$ cat src/rtl/keypad_pkg.sv
// Shared types and constants for the 4x4 keypad matrix scanner.
// Included by the interface, the scan divider and the scanner top.
package keypad_pkg;

  localparam int NUM_COLS = 4;
  localparam int NUM_ROWS = 4;
  localparam int KEY_BITS = 4;

  typedef enum logic [1:0] {
    IDLE,
    DB_PRESS,
    PRESSED,
    DB_RELEASE
  } key_state_t;

  // One frame's outcome: a key code, or the "none" flag when no key was seen.
  typedef struct packed {
    logic                none;
    logic [KEY_BITS-1:0] code;
  } frame_res_t;

  localparam frame_res_t NO_KEY = '{none: 1'b1, code: '0};

endpackage

$ cat src/rtl/keypad_matrix_scanner_if.sv
// Pin-side matrix signals and the key event outputs of the keypad scanner.
// The master modport is the scanner; the slave modport is the board/consumer side.
interface keypad_matrix_scanner_if;
  import keypad_pkg::*;

  logic [NUM_ROWS-1:0] row_n;
  logic [NUM_COLS-1:0] col_n;
  logic [KEY_BITS-1:0] key_code;
  logic                key_valid;
  logic                key_down;

  modport master (
    input  row_n,
    output col_n, key_code, key_valid, key_down
  );

  modport slave (
    output row_n,
    input  col_n, key_code, key_valid, key_down
  );

endinterface

$ cat src/rtl/keypad_scan_divider.sv
// Column-rate divider: counts 0..SCAN_DIV-1 and emits a scan tick on the
// terminal count, advancing the column index on that same tick.
module keypad_scan_divider
  import keypad_pkg::*;
#(
  parameter int SCAN_DIV = 50_000
) (
  input  logic                        clk,
  input  logic                        rst,
  output logic                        o_tick,
  output logic [$clog2(NUM_COLS)-1:0] o_col
);

  localparam int                CNT_W = $clog2(SCAN_DIV);
  localparam logic [CNT_W-1:0]  LAST  = CNT_W'(SCAN_DIV - 1);

  logic [CNT_W-1:0]            r_count;
  logic [$clog2(NUM_COLS)-1:0] r_col;

  always_ff @(posedge clk or posedge rst) begin
    if (rst) begin
      r_count <= '0;
      r_col   <= '0;
    end else if (r_count == LAST) begin
      r_count <= '0;
      r_col   <= r_col + 1'b1;
    end else begin
      r_count <= r_count + 1'b1;
    end
  end

  assign o_tick = (r_count == LAST);
  assign o_col  = r_col;

endmodule

$ cat src/rtl/keypad_matrix_scanner.sv
// 4x4 active-low keypad scanner with frame-based debounce and key event outputs.
// Optional auto-repeat of key_valid while held is enabled by defining KEYPAD_REPEAT_EN.
module keypad_matrix_scanner
  import keypad_pkg::*;
#(
  parameter int SCAN_DIV       = 50_000,
  parameter int DEBOUNCE_SCANS = 4
`ifdef KEYPAD_REPEAT_EN
  , parameter int REPEAT_FRAMES = 50
`endif
) (
  input  logic                     clk,
  input  logic                     rst,
  keypad_matrix_scanner_if.master  bus
);

  localparam logic [3:0] DB_N = 4'(DEBOUNCE_SCANS);

  logic [NUM_ROWS-1:0] r_sync1, r_sync2;
  logic [NUM_COLS-1:0] r_col_n;
  logic                w_tick;
  logic [1:0]          w_col;
  logic                w_row_hit;
  logic [1:0]          w_row;
  frame_res_t          w_col_res, w_frame_res, r_acc;
  logic                w_frame_end;
  logic                w_cand_here;

  key_state_t          r_state;
  logic [KEY_BITS-1:0] r_cand;
  logic [3:0]          r_cnt;
  logic [KEY_BITS-1:0] r_key_code;
  logic                r_key_valid;
  logic                r_key_down;

  always_ff @(posedge clk or posedge rst) begin
    if (rst) begin
      r_sync1 <= '1;
      r_sync2 <= '1;
    end else begin
      r_sync1 <= bus.row_n;
      r_sync2 <= r_sync1;
    end
  end

  keypad_scan_divider #(.SCAN_DIV(SCAN_DIV)) u_div (
    .clk    (clk),
    .rst    (rst),
    .o_tick (w_tick),
    .o_col  (w_col)
  );

  // Lowest-numbered active row wins within a column.
  always_comb begin
    w_row_hit = 1'b0;
    w_row     = '0;
    for (int r = NUM_ROWS - 1; r >= 0; r--) begin
      if (!r_sync2[r]) begin
        w_row_hit = 1'b1;
        w_row     = 2'(r);
      end
    end
  end

  always_comb begin
    w_col_res = w_row_hit ? '{none: 1'b0, code: {w_row, w_col}} : NO_KEY;
    if (w_col == 2'd0)
      w_frame_res = w_col_res;
    else if (!r_acc.none)
      w_frame_res = r_acc;
    else
      w_frame_res = w_col_res;
  end

  assign w_frame_end = w_tick && (w_col == 2'd3);
  assign w_cand_here = !w_frame_res.none && (w_frame_res.code == r_cand);

  // Column drive is registered so the pins never see decoder glitches.
  always_ff @(posedge clk or posedge rst) begin
    if (rst) begin
      r_acc   <= NO_KEY;
      r_col_n <= 4'b1110;
    end else if (w_tick) begin
      r_acc   <= w_frame_res;
      r_col_n <= ~(4'b0001 << (w_col + 2'd1));
    end
  end

`ifdef KEYPAD_REPEAT_EN
  localparam int             REP_W    = $clog2(REPEAT_FRAMES + 1);
  localparam logic [REP_W-1:0] REP_LAST = REP_W'(REPEAT_FRAMES);
  logic [REP_W-1:0] r_rep;
`endif

  always_ff @(posedge clk or posedge rst) begin
    if (rst) begin
      r_state     <= IDLE;
      r_cand      <= '0;
      r_cnt       <= '0;
      r_key_code  <= '0;
      r_key_valid <= 1'b0;
      r_key_down  <= 1'b0;
`ifdef KEYPAD_REPEAT_EN
      r_rep       <= '0;
`endif
    end else begin
      r_key_valid <= 1'b0;
      if (w_frame_end) begin
        case (r_state)
          IDLE: begin
            if (!w_frame_res.none) begin
              r_cand <= w_frame_res.code;
              r_cnt  <= 4'd1;
              if (DB_N <= 4'd1) begin
                r_state     <= PRESSED;
                r_key_code  <= w_frame_res.code;
                r_key_valid <= 1'b1;
                r_key_down  <= 1'b1;
`ifdef KEYPAD_REPEAT_EN
                r_rep       <= '0;
`endif
              end else begin
                r_state <= DB_PRESS;
              end
            end
          end
          DB_PRESS: begin
            if (w_frame_res.none) begin
              r_state <= IDLE;
              r_cnt   <= '0;
            end else if (w_cand_here) begin
              r_cnt <= r_cnt + 4'd1;
              if (r_cnt + 4'd1 >= DB_N) begin
                r_state     <= PRESSED;
                r_key_code  <= r_cand;
                r_key_valid <= 1'b1;
                r_key_down  <= 1'b1;
`ifdef KEYPAD_REPEAT_EN
                r_rep       <= '0;
`endif
              end
            end else begin
              r_cand <= w_frame_res.code;
              r_cnt  <= 4'd1;
            end
          end
          PRESSED: begin
            if (w_cand_here) begin
`ifdef KEYPAD_REPEAT_EN
              if (r_rep + 1'b1 == REP_LAST) begin
                r_rep       <= '0;
                r_key_valid <= 1'b1;
              end else begin
                r_rep <= r_rep + 1'b1;
              end
`endif
            end else if (DB_N <= 4'd1) begin
              r_state    <= IDLE;
              r_cnt      <= '0;
              r_key_down <= 1'b0;
            end else begin
              r_state <= DB_RELEASE;
              r_cnt   <= 4'd1;
            end
          end
          DB_RELEASE: begin
            if (w_cand_here) begin
              r_state <= PRESSED;
`ifdef KEYPAD_REPEAT_EN
              r_rep   <= '0;
`endif
            end else if (r_cnt + 4'd1 >= DB_N) begin
              r_state    <= IDLE;
              r_cnt      <= '0;
              r_key_down <= 1'b0;
            end else begin
              r_cnt <= r_cnt + 4'd1;
            end
          end
          default: r_state <= IDLE;
        endcase
      end
    end
  end

  assign bus.col_n     = r_col_n;
  assign bus.key_code  = r_key_code;
  assign bus.key_valid = r_key_valid;
  assign bus.key_down  = r_key_down;

endmodule

$ cat src/flat_wrapper.sv
// flat-port wrapper written by rule: the top's interface ports become plain ports
module keypad_matrix_scanner_flat import keypad_pkg::*;
#(
  parameter int SCAN_DIV       = 50_000,
  parameter int DEBOUNCE_SCANS = 4

)
  (clk, rst, bus_row_n, bus_col_n, bus_key_code, bus_key_valid, bus_key_down);
  keypad_matrix_scanner_if bus_i ();
  input  logic clk;
  input  logic rst;
  input wire logic [$bits(bus_i.row_n)-1:0] bus_row_n;
  output wire logic [$bits(bus_i.col_n)-1:0] bus_col_n;
  output wire logic [$bits(bus_i.key_code)-1:0] bus_key_code;
  output wire logic [$bits(bus_i.key_valid)-1:0] bus_key_valid;
  output wire logic [$bits(bus_i.key_down)-1:0] bus_key_down;
  assign bus_i.row_n = bus_row_n;
  assign bus_col_n = bus_i.col_n;
  assign bus_key_code = bus_i.key_code;
  assign bus_key_valid = bus_i.key_valid;
  assign bus_key_down = bus_i.key_down;
  keypad_matrix_scanner #(.SCAN_DIV(SCAN_DIV), .DEBOUNCE_SCANS(DEBOUNCE_SCANS)) u_core (.clk(clk), .rst(rst), .bus(bus_i));
endmodule
$ cat config.mk
export PLATFORM = sky130hd
export DESIGN_NAME = keypad_matrix_scanner_flat
export DESIGN_NICKNAME = d
export VERILOG_FILES = /design/src/rtl/keypad_pkg.sv /design/src/rtl/keypad_matrix_scanner_if.sv /design/src/rtl/keypad_scan_divider.sv /design/src/rtl/keypad_matrix_scanner.sv /design/src/flat_wrapper.sv
export SDC_FILE = /design/constraint.sdc
export NUM_CORES = 1
export LEC_CHECK = 0
export CORE_MARGIN = 3
export CORE_UTILIZATION = 50
export DETAILED_ROUTE_END_ITERATION = 7
export PLACE_DENSITY_LB_ADDON = 0.1
export RECOVER_POWER = 100
export SLEW_MARGIN = 20
export SYNTH_ARGS = -nofsm -noshare
export SYNTH_HDL_FRONTEND = slang
export SYNTH_SLANG_ARGS = --single-unit
$ cat constraint.sdc
create_clock -name clk -period 4.8 [get_ports clk]
set_input_delay 0.96 -clock clk [delete_from_list [all_inputs] [get_ports clk]]
set_output_delay 0.96 -clock clk [all_outputs]
set_load 0.03 [all_outputs]
# Word-level counts from Yosys, hierarchy flattened
# Index checks and enable logic that the tools add are counted.
[word_totals]
reg_bits = 51
wordCells = 91
out_inout_bits = 10
[op_classes]
eq_ne = 17
magnitude_cmp = 1
n_addsub = 3
muxes = 42
shifts = 1
n_reduce_logical = 12
n_bitwise = 2
[ops]
columns = ["op", "n"]
rows = [
  ["2-to-1 mux 4 bit", 9],
  ["2-to-1 mux 2 bit", 11],
  ["adder 16 x 1 -> 16 bit, second input constant", 1],
  ["== test 16 bit, second input constant", 1],
  ["2-to-1 mux 16 bit", 1],
  ["case mux 4 bit (4 select lines)", 1],
  ["2-to-1 mux 5 bit", 3],
  ["2-to-1 mux 1 bit", 14],
  ["!= test 2 bit, second input constant", 5],
  ["AND reduction 5 bit", 2],
  ["!= test 3 x 1 -> 1 bit, second input constant", 3],
  ["case mux 2 bit (4 select lines)", 1],
  ["case mux 4 bit (2 select lines)", 1],
  ["AND reduction 7 bit", 1],
  ["== test 2 bit, second input constant", 3],
  ["!= test 2 x 1 -> 1 bit, second input constant", 3],
  ["AND reduction 6 bit", 1],
  ["adder 4 x 1 -> 4 bit, second input constant", 1],
  ["== test 4 bit", 1],
  ["greater-or-equal comparator 4 x 3 -> 1 bit, second input constant", 1],
  ["zero test 2 bit", 2],
  ["NOT 4 bit", 1],
  ["AND reduction 4 bit", 1],
  ["nonzero test 2 bit", 2],
  ["other kinds (7)", 8],
]

# Longest topological paths before layout
# Gate-level depths: netlist (run 1).
[depth]
word_depth = 13
mapped_depth = 8
depth_no_buf = 8

# Hierarchy
# A second synthesis (run 1) with hierarchy kept.
[hier_totals]
hier_cells = 226
area_unflattened_um2 = 2503.7
[by_module_without_submodules]
columns = ["module", "area_each_um2", "cells_per_inst", "seq_area_each_um2", "n_inst"]
rows = [
  ["keypad_matrix_scanner", 1665.3, 151, 840.8, 1],
  ["keypad_scan_divider", 838.3, 75, 450.4, 1],
]

# Least setup slack after synthesis (run 1)
# Ideal clock, no wire load.
[synth_timing]
path_type = "reg2reg"
start = "register u_core.u_div.r_col[0] (netlist: u_core.u_div.o_col[0])"
end = "register u_core.r_key_code[0] (netlist: u_core.bus.key_code[0])"
path_buffers = 0
path_stages_with_launch = 9
arrival_ps = 2494
synth_period_minus_slack_ps = 2619
slack_ps = 2181
required_ps = 4675
cell_sequence = "dfrtp_1 > inv_1 > ha_1 > nor2_1 > o2bb2ai_1 > xor2_1 > or4_4 > nor4_4 > mux2_2"
[synth_via]
elab_chain_cells = 6
word_cells_on_any_way = 11
classes_between = "eq/ne: 2; mux: 3; bitwise: 1; reduce/logical: 5"
[synth_lines]
columns = ["element", "line", "rtl"]
rows = [
  ["from (decl)", "keypad_scan_divider.sv:18", "logic [$clog2(NUM_COLS)-1:0] r_col;"],
  ["from (signal assigned)", "keypad_scan_divider.sv:26", "r_col <= r_col + 1'b1;"],
  ["2-to-1 mux 5 bit", "keypad_matrix_scanner.sv:66", "w_col_res = w_row_hit ? '{none: 1'b0, code: {w_row, w_col}} : NO_KEY;"],
  ["2-to-1 mux 5 bit", "keypad_matrix_scanner.sv:69", "else if (!r_acc.none)"],
  ["2-to-1 mux 5 bit", "keypad_matrix_scanner.sv:67", "if (w_col == 2'd0)"],
  ["== test 4 bit", "keypad_matrix_scanner.sv:76", "assign w_cand_here = !w_frame_res.none && (w_frame_res.code == r_cand);"],
  ["logical AND 1 bit", "keypad_matrix_scanner.sv:76", ""],
  ["AND reduction 5 bit (no line) *", "--", ""],
  ["to (signal assigned)", "keypad_matrix_scanner.sv:116", "r_key_code <= w_frame_res.code;"],
  ["to (signal assigned)", "keypad_matrix_scanner.sv:135", "r_key_code <= r_cand;"],
  ["to (decl)", "keypad_matrix_scanner.sv:32", "logic [KEY_BITS-1:0] r_key_code;"],
]
# Mark *: on every way between the ends. The rest lies on a longest branch, timed or not.
# A chain may end at the register's enable or synchronous reset.

# Worst setup path in the final report (run 1)
[layout_timing]
start = "register u_core.u_div.r_count[11]"
end = "register u_core.r_cand[1]"
[layout_via]
elab_chain_cells = 3
[layout_lines]
columns = ["element", "line", "rtl"]
rows = [
  ["from (decl)", "keypad_scan_divider.sv:17", "logic [CNT_W-1:0] r_count;"],
  ["from (signal assigned)", "keypad_scan_divider.sv:28", "r_count <= r_count + 1'b1;"],
  ["== test 16 bit", "keypad_scan_divider.sv:32", "assign o_tick = (r_count == LAST);"],
  ["logical AND 1 bit", "keypad_matrix_scanner.sv:75", "assign w_frame_end = w_tick && (w_col == 2'd3);"],
  ["AND reduction 5 bit (no line)", "--", ""],
  ["to (signal assigned)", "keypad_matrix_scanner.sv:112", "r_cand <= w_frame_res.code;"],
  ["to (signal assigned)", "keypad_matrix_scanner.sv:143", "r_cand <= w_frame_res.code;"],
  ["to (decl)", "keypad_matrix_scanner.sv:30", "logic [KEY_BITS-1:0] r_cand;"],
]
# Every way passes these cells.

==> metrics, run 1 <==
Nets=259; Worst Path Required=4.98 ns; Crit path buffers/inverters=0; startpoint types=register; CP delay by family, top=simple AND/OR/NAND/NOR gates; largest net degree at the start of global routing=52; vias per cell=5.50; failing checks=max-capacitance violations, max-slew violations; Reg clk slew, reported paths=0.09 ns; relative slew slack=-43.6%; antenna-violating nets left=0; leading cell types by count after synthesis=dfrtp_1 (39), nand2_1 (27), nand3_1 (13); First-pass DRT Iterations=4; Worst Path Arrival=3.73 ns; Seq/Total Area, Yosys=51.1%; num ports=16; count leader, synth=dfrtp_1; max cap viols=1; Initial DRC Count=54; Final Cycle Share=73.9%; CTS tree=done; largest cells by area after synthesis=dfrtp_1 (39%), dfstp_2 (12%), mux2_2 (4.0%); Max clock buf depth=2; Post-synth EDFFs=0; Vias=1728; CP Capture Type=register; CTS root buffer=clkbuf_8; top_reg_cell synth=dfrtp_1; Ant. Diodes=0; Max Fanout on Critical Path=6; critical path's slowest cell=a2111oi_0; Synth async-reset ratio=100%; Die W=77.1 µm; Critical Path, Cell by Cell=or4b_2 > nor4_1 > nand2_1 > a2111oi_0 > mux2_1; total CTS buffers=5; status=finished with violations; hold crit path type=register to register; Hold Vio Cnt, Final=0; Synthesis Warnings=0; RSZ-0062 raised after global routing=false; initial antenna violation count=0; CTS Hold Buffers Added=0; wire per inst=14.2 µm; Layout area overhead=9.76%; Pleak=1.25 nW; Final Skew=0.00754 ns; post-place setup slack=1.94 ns; core box area=0.00482 mm²; Cell Area, Placed=0.00276 mm²; largest area contributor in the netlist=dfrtp_1; Final setup viols=0; synth unique cells=48; GP Congestion=0.766; DIE HEIGHT=77.1 µm; Final Slew Violations=52; syn nets=240; H-Tree Depth=2; max incr delay on CP=1.18 ns; Synth Cell Area=0.00252 mm²; layout cells sized above 1=13.0%; VDD IR-drop max=0.194 mV; overflow left after global routing=0; vias in the first global route=1650; syn_area_per_cell=11.1 µm²; Clock Latency Late Sink=0.29 ns; GRT Total Usage=16.4%; Worst Tran Pin Value=2.14 ns; setup TNS=0 ns; Final Worst Setup Slack=1.25 ns; starting density of the core=52.4%; input/output buffers=15; Setup CP Type=register to register; postcts setup bufs=0; Rows=25; Max Clk Rate=282 MHz; PostCTS Resize Cnt=0; post-synth top area share=38.7%; clock sinks=51; PD cells=248 mW/mm²; die area=0.00594 mm²; FF+latch count, synth=51; routed wire length=4460 µm; hpwl dp=3200 µm; Fin Hold WS=0.359 ns; DRC viols=0; final instance area=0.00277 mm²; Cells after Synth=227; first-pass GRT wire length=7960 µm; minimum clock period=3.55 ns
-- layout by cell type (no fill, tap or decap), types with 3 or more instances in the layout --
cell type      instances
dfrtp_1               39
nand2_1               27
dlygate4sd3_1         15
nand3_1               13
o21ai_0               12
nor2_1                12
dfstp_2               12
xor2_1                11
and3_1                 8
ha_1                   7
nor4_1                 6
mux2_2                 6
xnor2_1                5
inv_1                  5
clkbuf_8               5
nand4_1                4
and2_1                 4
nor3_1                 3
a21o_1                 3
a21oi_1                3
nor2b_1                3
mux2_1                 3
clkbuf_1               3
-- worst register-to-register path: cells and delay by family, from the launching register on --
kind	cells	cell delay (ns)
AO/OA/AOI/OAI	1	1.18
flip-flops	1	0.44
multiplexers	1	0.40
AND/OR/NAND/NOR	3	1.42
-- stage by stage --
step | std cells | power (mW) | utilization [%]
final | 314 | 0.688 | 57.5
after detailed placement | 306 | 0.470 | 57.2
after floorplan | 227 | 0.461 | -
after global placement | 306 | 0.470 | 57.2
after global routing | 314 | 0.721 | 57.5
after CTS | 314 | 0.705 | 58.9
-- flip-flops by register name, summed over array words and instances, names as in the netlist --
name / flops
u_core.r_cnt: 4
u_core.r_acc: 5
u_core.u_div.o_col: 2
u_core.bus.key_code: 4
u_core.r_sync2: 4
u_core.bus.key_valid: 1
u_core.r_sync1: 4
u_core.r_state: 2
u_core.r_cand: 4
u_core.u_div.r_count: 16
u_core.bus.col_n: 4
u_core.bus.key_down: 1
-- kinds of logic (layout without fill, tap and decap cells) --
group	Yosys count	count (layout)	synth area share (%)
adders and majority gates	7	7	3.47
xor gates and xnor gates	16	16	5.55
buffers and inverters	10	30	1.49
and+or+nand+nor	95	95	22.1
DFF	51	51	51.1
AOI/OAI and AO/OA	37	37	11.4
muxes	11	11	4.81
-- worst paths after layout --
| kind | from | endpoint | slack [ns] | cells past startpoint |
|---|---|---|---|---|
| max in group asynchronous | rst | u_core.u_div.r_count[8] | 2.15 | 2 |
| min in group asynchronous | rst | u_core.bus.col_n[0] | 1.68 | 2 |
| hold / removal | u_core.r_sync1[3] | u_core.r_sync2[3] | 0.36 | 0 |
| hold reg to reg | u_core.r_sync1[3] | u_core.r_sync2[3] | 0.36 | 0 |
| setup / recovery | u_core.u_div.r_count[11] | u_core.r_cand[1] | 1.25 | 5 |
| setup reg to reg | u_core.u_div.r_count[11] | u_core.r_cand[1] | 1.25 | 5 |
-- cell type report --
| cell class | instances | area (µm²) |
|---|---|---|
| inverters | 6 | 23.8 |
| multi-input cells | 166 | 1140 |
| well taps | 67 | 83.8 |
| repair buffers | 16 | 154 |
| flip-flops and latches | 51 | 1290 |
| fillers | 433 | 2050 |
| clock inverters | 1 | 5.00 |
| clock buffers | 7 | 76.3 |
-- layer usage --
| layer | track usage (%) | routed length (µm) | vias to the layer above |
|---|---|---|---|
| li1 | - | - | 863 |
| met1 | 23.4 | 2300 | 837 |
| met2 | 24.9 | 1960 | 22 |
| met3 | 3.87 | 132 | 6 |
| met4 | 4.98 | 65 | 0 |
| met5 | 0 | 0 | - |
-- power by group --
part           switching, mW  internal (mW)
registers            0.00198          0.436
logic                 0.0144        0.00591
clock network          0.128          0.102
No activity file was read; power rests on OpenSTA's default activity.
==> run 2: changes to the inputs <==
==> constraint.sdc (replaced) <==
create_clock -name clk -period 3.2 [get_ports clk]
set_input_delay 0.64 -clock clk [delete_from_list [all_inputs] [get_ports clk]]
set_output_delay 0.64 -clock clk [all_outputs]
set_load 0.03 [all_outputs]
==> metrics, run 2 (synthesis gave the netlist of run 1 again) <==
Regs by FF count=u_core.u_div.r_count: 16 flops, u_core.r_acc: 5 flops; Final Cycle Share=90.3% (+16 points); wire per inst=14.0 µm (-1.1%); commonest cells after routing, fill and taps aside=dfrtp_1 (39), nand2_1 (27), dlygate4sd3_1 (15), nand3_1 (13); CTS tree=done; critical path's slowest cell=or4_1; Layout area overhead=13.2%; relative slew slack=-18.1% (+26 points); GRT Total Usage=16.3% (-0.16 points); CTS Hold Buffers Added=0 (unchanged); core box area=0.00482 mm² (unchanged); Clk pwr share=40.0% (+6.5 points); Final Slew Violations=49 (-5.8%); first-pass GRT wire length=7900 µm (-0.78%); Fin Hold WS=0.361 ns (+0.00229 ns); total CTS buffers=5 (unchanged); register name with the most flops=u_core.u_div.r_count; Max Fanout on Critical Path=6 (unchanged); num ports=16 (unchanged); CP Capture Type=register; hpwl dp=3170 µm (-1.1%); Crit path buffers/inverters=1 (+1); max incr delay on CP=0.61 ns (-0.57 ns); Tot Pwr=1.15 mW (+67%); Worst Path Required=3.39 ns (-1.59 ns); Max clock buf depth=2 (unchanged); Final setup viols=0 (unchanged); Hold Vio Cnt, Final=0 (unchanged); RSZ-0062 raised after global routing=false; fill count=439 (+1.4%); vias in the first global route=1723 (+4.4%); Nets=262 (+1.2%); Vias=1770 (+2.4%); First-pass DRT Iterations=4 (unchanged); Worst Path Arrival=3.08 ns (-0.65 ns); overflow left after global routing=0 (unchanged); Sw Share=20.6% (-0.38 points); Logic pwr share=2.9% (about the same); max reg flops=16 (unchanged); Initial DRC Count=95 (+76%); Setup CP Type=register to register; Rows=25 (unchanged); Reg clk slew, reported paths=0.09 ns (about the same); antenna-violating nets left=0 (unchanged); CTS root buffer=clkbuf_8; largest net degree at the start of global routing=49 (-5.8%); routed wire length=4450 µm (-0.20%); multi-input logic area=0.00117 mm² (+3.0%); P_sw=0.237 mW (+64%); input/output buffers=15 (unchanged); Internal=0.913 mW (+68%); max cap viols=1 (unchanged); placed insts=309 (+0.98%); vias per cell=5.58 (+1.5%); post-layout util=59.4% (+1.8 points); initial antenna violation count=0 (unchanged); die area=0.00594 mm² (unchanged); CP delay by family, top=simple AND/OR/NAND/NOR gates; Pleak=1.28 nW (+2.4%); PD cells=402 mW/mm² (+62%); Reg power frac=57.1% (-6.5 points); DRC viols=0 (unchanged); Die W=77.1 µm (unchanged); GP Congestion=0.865 (+13%); postcts setup bufs=0 (unchanged); Register Area=0.00129 mm² (unchanged); failing checks=max-capacitance violations, max-slew violations; startpoint types=register; Ant. Diodes=0 (unchanged); hold crit path type=register to register; clock sinks=51 (unchanged); post-route insts no fill=317 (+0.96%); starting density of the core=52.4% (unchanged); status=finished with violations; minimum clock period=2.89 ns (-0.658 ns); PostCTS Resize Cnt=0 (unchanged); layout cells sized above 1=15.2% (+2.2 points); most common cell after layout, fill and taps aside=dfrtp_1; VDD IR-drop max=0.283 mV (+46%); DIE HEIGHT=77.1 µm (unchanged); setup TNS=0 ns (unchanged); Final Skew=0.00598 ns (-0.00156 ns); H-Tree Depth=2 (unchanged); Max Clk Rate=346 MHz (+23%); Worst Tran Pin Value=1.77 ns (-0.374 ns); Clock Latency Late Sink=0.30 ns (about the same); Critical Path, Cell by Cell=inv_1 > ha_1 > nor2_1 > o2bb2ai_1 > xor2_1 > or4_1 > nor4_4 > mux2_2
run 2: final timing paths:
check / endpoint / slack, ns / cells past startpoint / start
max: u_core.bus.key_code[2] / 0.31 / 8 / u_core.u_div.o_col[0]
min: u_core.r_sync2[1] / 0.36 / 0 / u_core.r_sync1[1]
max reg2reg: u_core.bus.key_code[2] / 0.31 / 8 / u_core.u_div.o_col[0]
min reg2reg: u_core.r_sync2[1] / 0.36 / 0 / u_core.r_sync1[1]
max in group asynchronous: u_core.r_cnt[0] / 0.84 / 2 / rst
min in group asynchronous: u_core.r_acc[0] / 1.33 / 2 / rst
run 2: worst register-to-register path: cells and delay by family, from the launching register on:
kind                     cells  cell delay, ns
AND/OR/NAND/NOR              3            1.29
buffers and inverters        1            0.12
AO/OA/AOI/OAI                1            0.22
multiplexers                 1            0.38
flip-flops                   1            0.41
XOR/XNOR                     1            0.12
adder cells (fa/ha/maj)      1            0.27
run 2: power by group through the flow:
stage | combinational [mW] | clock [mW] | sequential, mW
after global placement | 0.0387 | 0 | 0.668
after CTS | 0.0390 | 0.474 | 0.656
final | 0.0331 | 0.460 | 0.656
after floorplan | 0.0234 | 0 | 0.668
after detailed placement | 0.0389 | 0 | 0.669
after global routing | 0.0380 | 0.500 | 0.657
run 2: layout make-up:
class | instances | share of cell area, %
clock buffer | 7 | 4.16
timing repair buffer | 19 | 5.78
inverter | 6 | 0.788
sequential | 51 | 45.2
multi-input combinational | 166 | 41.0
tap | 67 | 2.93
clock inverter | 1 | 0.219
run 2: per-layer routing:
| metal | vias up | share of wire [%] | routed length [µm] | track usage (%) |
|---|---|---|---|---|
| li1 | 870 | - | - | - |
| met2 | 37 | 44 | 1940 | 24.6 |
| met1 | 856 | 51 | 2290 | 23.8 |
| met4 | 0 | 1.3 | 59 | 4.98 |
| met3 | 7 | 3.6 | 161 | 3.05 |
| met5 | - | 0 | 0 | 0 |
run 2: metrics by stage:
stage | area [µm²] | setup WS (ns)
floorplan | 2520 | 0.581
global placement | 2780 | 0.421
detailed placement | 2780 | 0.333
CTS | 2910 | 0.308
global route | 2860 | 0.106
finish | 2860 | 0.311
==> run 3: changes to the inputs <==
--- a/config.mk
+++ b/config.mk
@@ -5,8 +5,10 @@
 export SDC_FILE = /design/constraint.sdc
 export NUM_CORES = 1
 export LEC_CHECK = 0
+export CELL_PAD_IN_SITES_DETAIL_PLACEMENT = 1
+export CELL_PAD_IN_SITES_GLOBAL_PLACEMENT = 1
 export CORE_MARGIN = 3
-export CORE_UTILIZATION = 50
+export CORE_UTILIZATION = 42
 export DETAILED_ROUTE_END_ITERATION = 7
 export PLACE_DENSITY_LB_ADDON = 0.1
 export RECOVER_POWER = 100
==> metrics, run 3 (synthesis gave the netlist of run 1 again) <==
status=completed; Regs by FF count=u_core.u_div.r_count: 16 flops, u_core.r_acc: 5 flops; PD cells=424 mW/mm² (+5.4%); vias per cell=5.58 (-0.14%); Die W=83.5 µm (+8.4%); Final setup viols=0 (unchanged); input/output buffers=15 (unchanged); Pleak=1.28 nW (+0.40%); max cap viols=0 (-1); max incr delay on CP=0.71 ns (+0.10 ns); Max Clk Rate=341 MHz (-1.4%); Final Worst Setup Slack=0.269 ns (-0.0421 ns); Final Cycle Share=91.6% (+1.3 points); vias in the first global route=1884 (+9.3%); Setup CP Type=register to register; first-pass GRT wire length=9140 µm (+16%); Layout area overhead=14.2%; clock sinks=51 (unchanged); Worst Path Arrival=3.13 ns (+0.05 ns); startpoint types=register; num ports=16 (unchanged); CTS tree=done; Nets=263 (+0.38%); commonest cells after routing, fill and taps aside=dfrtp_1 (39), nand2_1 (27), dlygate4sd3_1 (15), nand3_1 (13); routed wire length=5320 µm (+20%); DIE HEIGHT=83.5 µm (+8.4%); CTS root buffer=clkbuf_8; wire per inst=16.5 µm (+17%); GP Congestion=0.734 (-15%); PostCTS Resize Cnt=0 (unchanged); H-Tree Depth=2 (unchanged); most common cell after layout, fill and taps aside=dfrtp_1; initial antenna violation count=0 (unchanged); relative slew slack=35.9% (+54 points); starting density of the core=44.5% (-7.9 points); register name with the most flops=u_core.u_div.r_count; postcts setup bufs=0 (unchanged); antenna-violating nets left=0 (unchanged); CP delay by family, top=simple AND/OR/NAND/NOR gates; critical path's slowest cell=or4b_2; hpwl dp=3930 µm (+24%); Ant. Diodes=0 (unchanged); die area=0.00698 mm² (+18%); RSZ-0062 raised after global routing=false; layout cells sized above 1=15.5% (+0.34 points); Final Slew Violations=0 (-100%); CTS Hold Buffers Added=0 (unchanged); Vias=1801 (+1.8%); total CTS buffers=5 (unchanged); post-place setup slack=0.307 ns (-0.0258 ns); Initial DRC Count=84 (-12%); minimum clock period=2.93 ns (+0.0421 ns); Worst Tran Pin Value=0.962 ns (-0.807 ns); Rows=27 (+8.0%); Hold Vio Cnt, Final=0 (unchanged); Crit path buffers/inverters=0 (-1); Max Fanout on Critical Path=6 (unchanged); Worst Path Required=3.40 ns (about the same); Max clock buf depth=2 (unchanged); largest net degree at the start of global routing=21 (-57%); CP Capture Type=register; overflow left after global routing=0 (unchanged); GRT Total Usage=16.1% (-0.15 points); setup TNS=0 ns (unchanged); hold crit path type=register to register; Critical Path, Cell by Cell=or4b_2 > nor4_1 > nand2_1 > a2111oi_4 > mux2_2; VDD IR-drop max=0.229 mV (-19%); Final Skew=0.0120 ns (+0.00598 ns); max reg flops=16 (unchanged); Clock Latency Late Sink=0.31 ns (about the same); Reg clk slew, reported paths=0.10 ns (about the same); DRC viols=0 (unchanged); First-pass DRT Iterations=4 (unchanged); core box area=0.00568 mm² (+18%)
## run 3: worst paths after layout
check / start / endpoint / slack, ns / cells after the start
worst max register to register: u_core.u_div.r_count[11] / u_core.r_cand[0] / 0.27 / 5
max in group asynchronous: rst / u_core.u_div.r_count[9] / 0.97 / 3
min in group asynchronous: rst / u_core.r_acc[0] / 0.90 / 2
worst min register to register: u_core.r_sync1[1] / u_core.r_sync2[1] / 0.35 / 0
worst max-delay path: u_core.u_div.r_count[11] / u_core.r_cand[0] / 0.27 / 5
worst min-delay path: u_core.r_sync1[1] / u_core.r_sync2[1] / 0.35 / 0
## run 3: worst reg2reg max path, stage by stage, from the launching register on
cell       delay, ns
dfrtp_1         0.46
or4b_2          0.71
nor4_1          0.44
nand2_1         0.29
a2111oi_4       0.54
mux2_2          0.40
## run 3: through the flow
| stage | power [mW] | instances | cell area, µm² | utilization, % | hold slack [ns] |
|---|---|---|---|---|---|
| floorplan | 0.691 | 227 | 2520 | - | 0.345 |
| global placement | 0.709 | 315 | 2790 | 49.2 | 0.346 |
| detailed placement | 0.710 | 315 | 2790 | 49.2 | 0.347 |
| CTS | 1.24 | 323 | 2930 | 51.6 | 0.359 |
| global route | 1.26 | 323 | 2880 | 50.8 | 0.356 |
| finish | 1.22 | 323 | 2880 | 50.8 | 0.354 |
## run 3: where the power goes
group	switching [mW]	internal, mW
clock network	0.217	0.313
logic	0.0251	0.0116
registers	0.00300	0.654
total	0.245	0.978
## run 3: metal layers
metal | wire length (µm) | part of all wire (%) | track usage (%)
met3 | 133 | 2.5 | 3.26
met5 | 0 | 0 | 0
met2 | 2490 | 47 | 25.8
met1 | 2640 | 50 | 22.2
met4 | 61 | 1.1 | 4.68
## run 3: cell type report
cell class	instances	area, µm²
fill	641	2790
sequential	51	1290
multi-input combinational	166	1170
timing repair buffer	20	173
tap	72	90.1
clock buffer	6	72.6
clock inverter	2	60.1
inverter	6	22.5
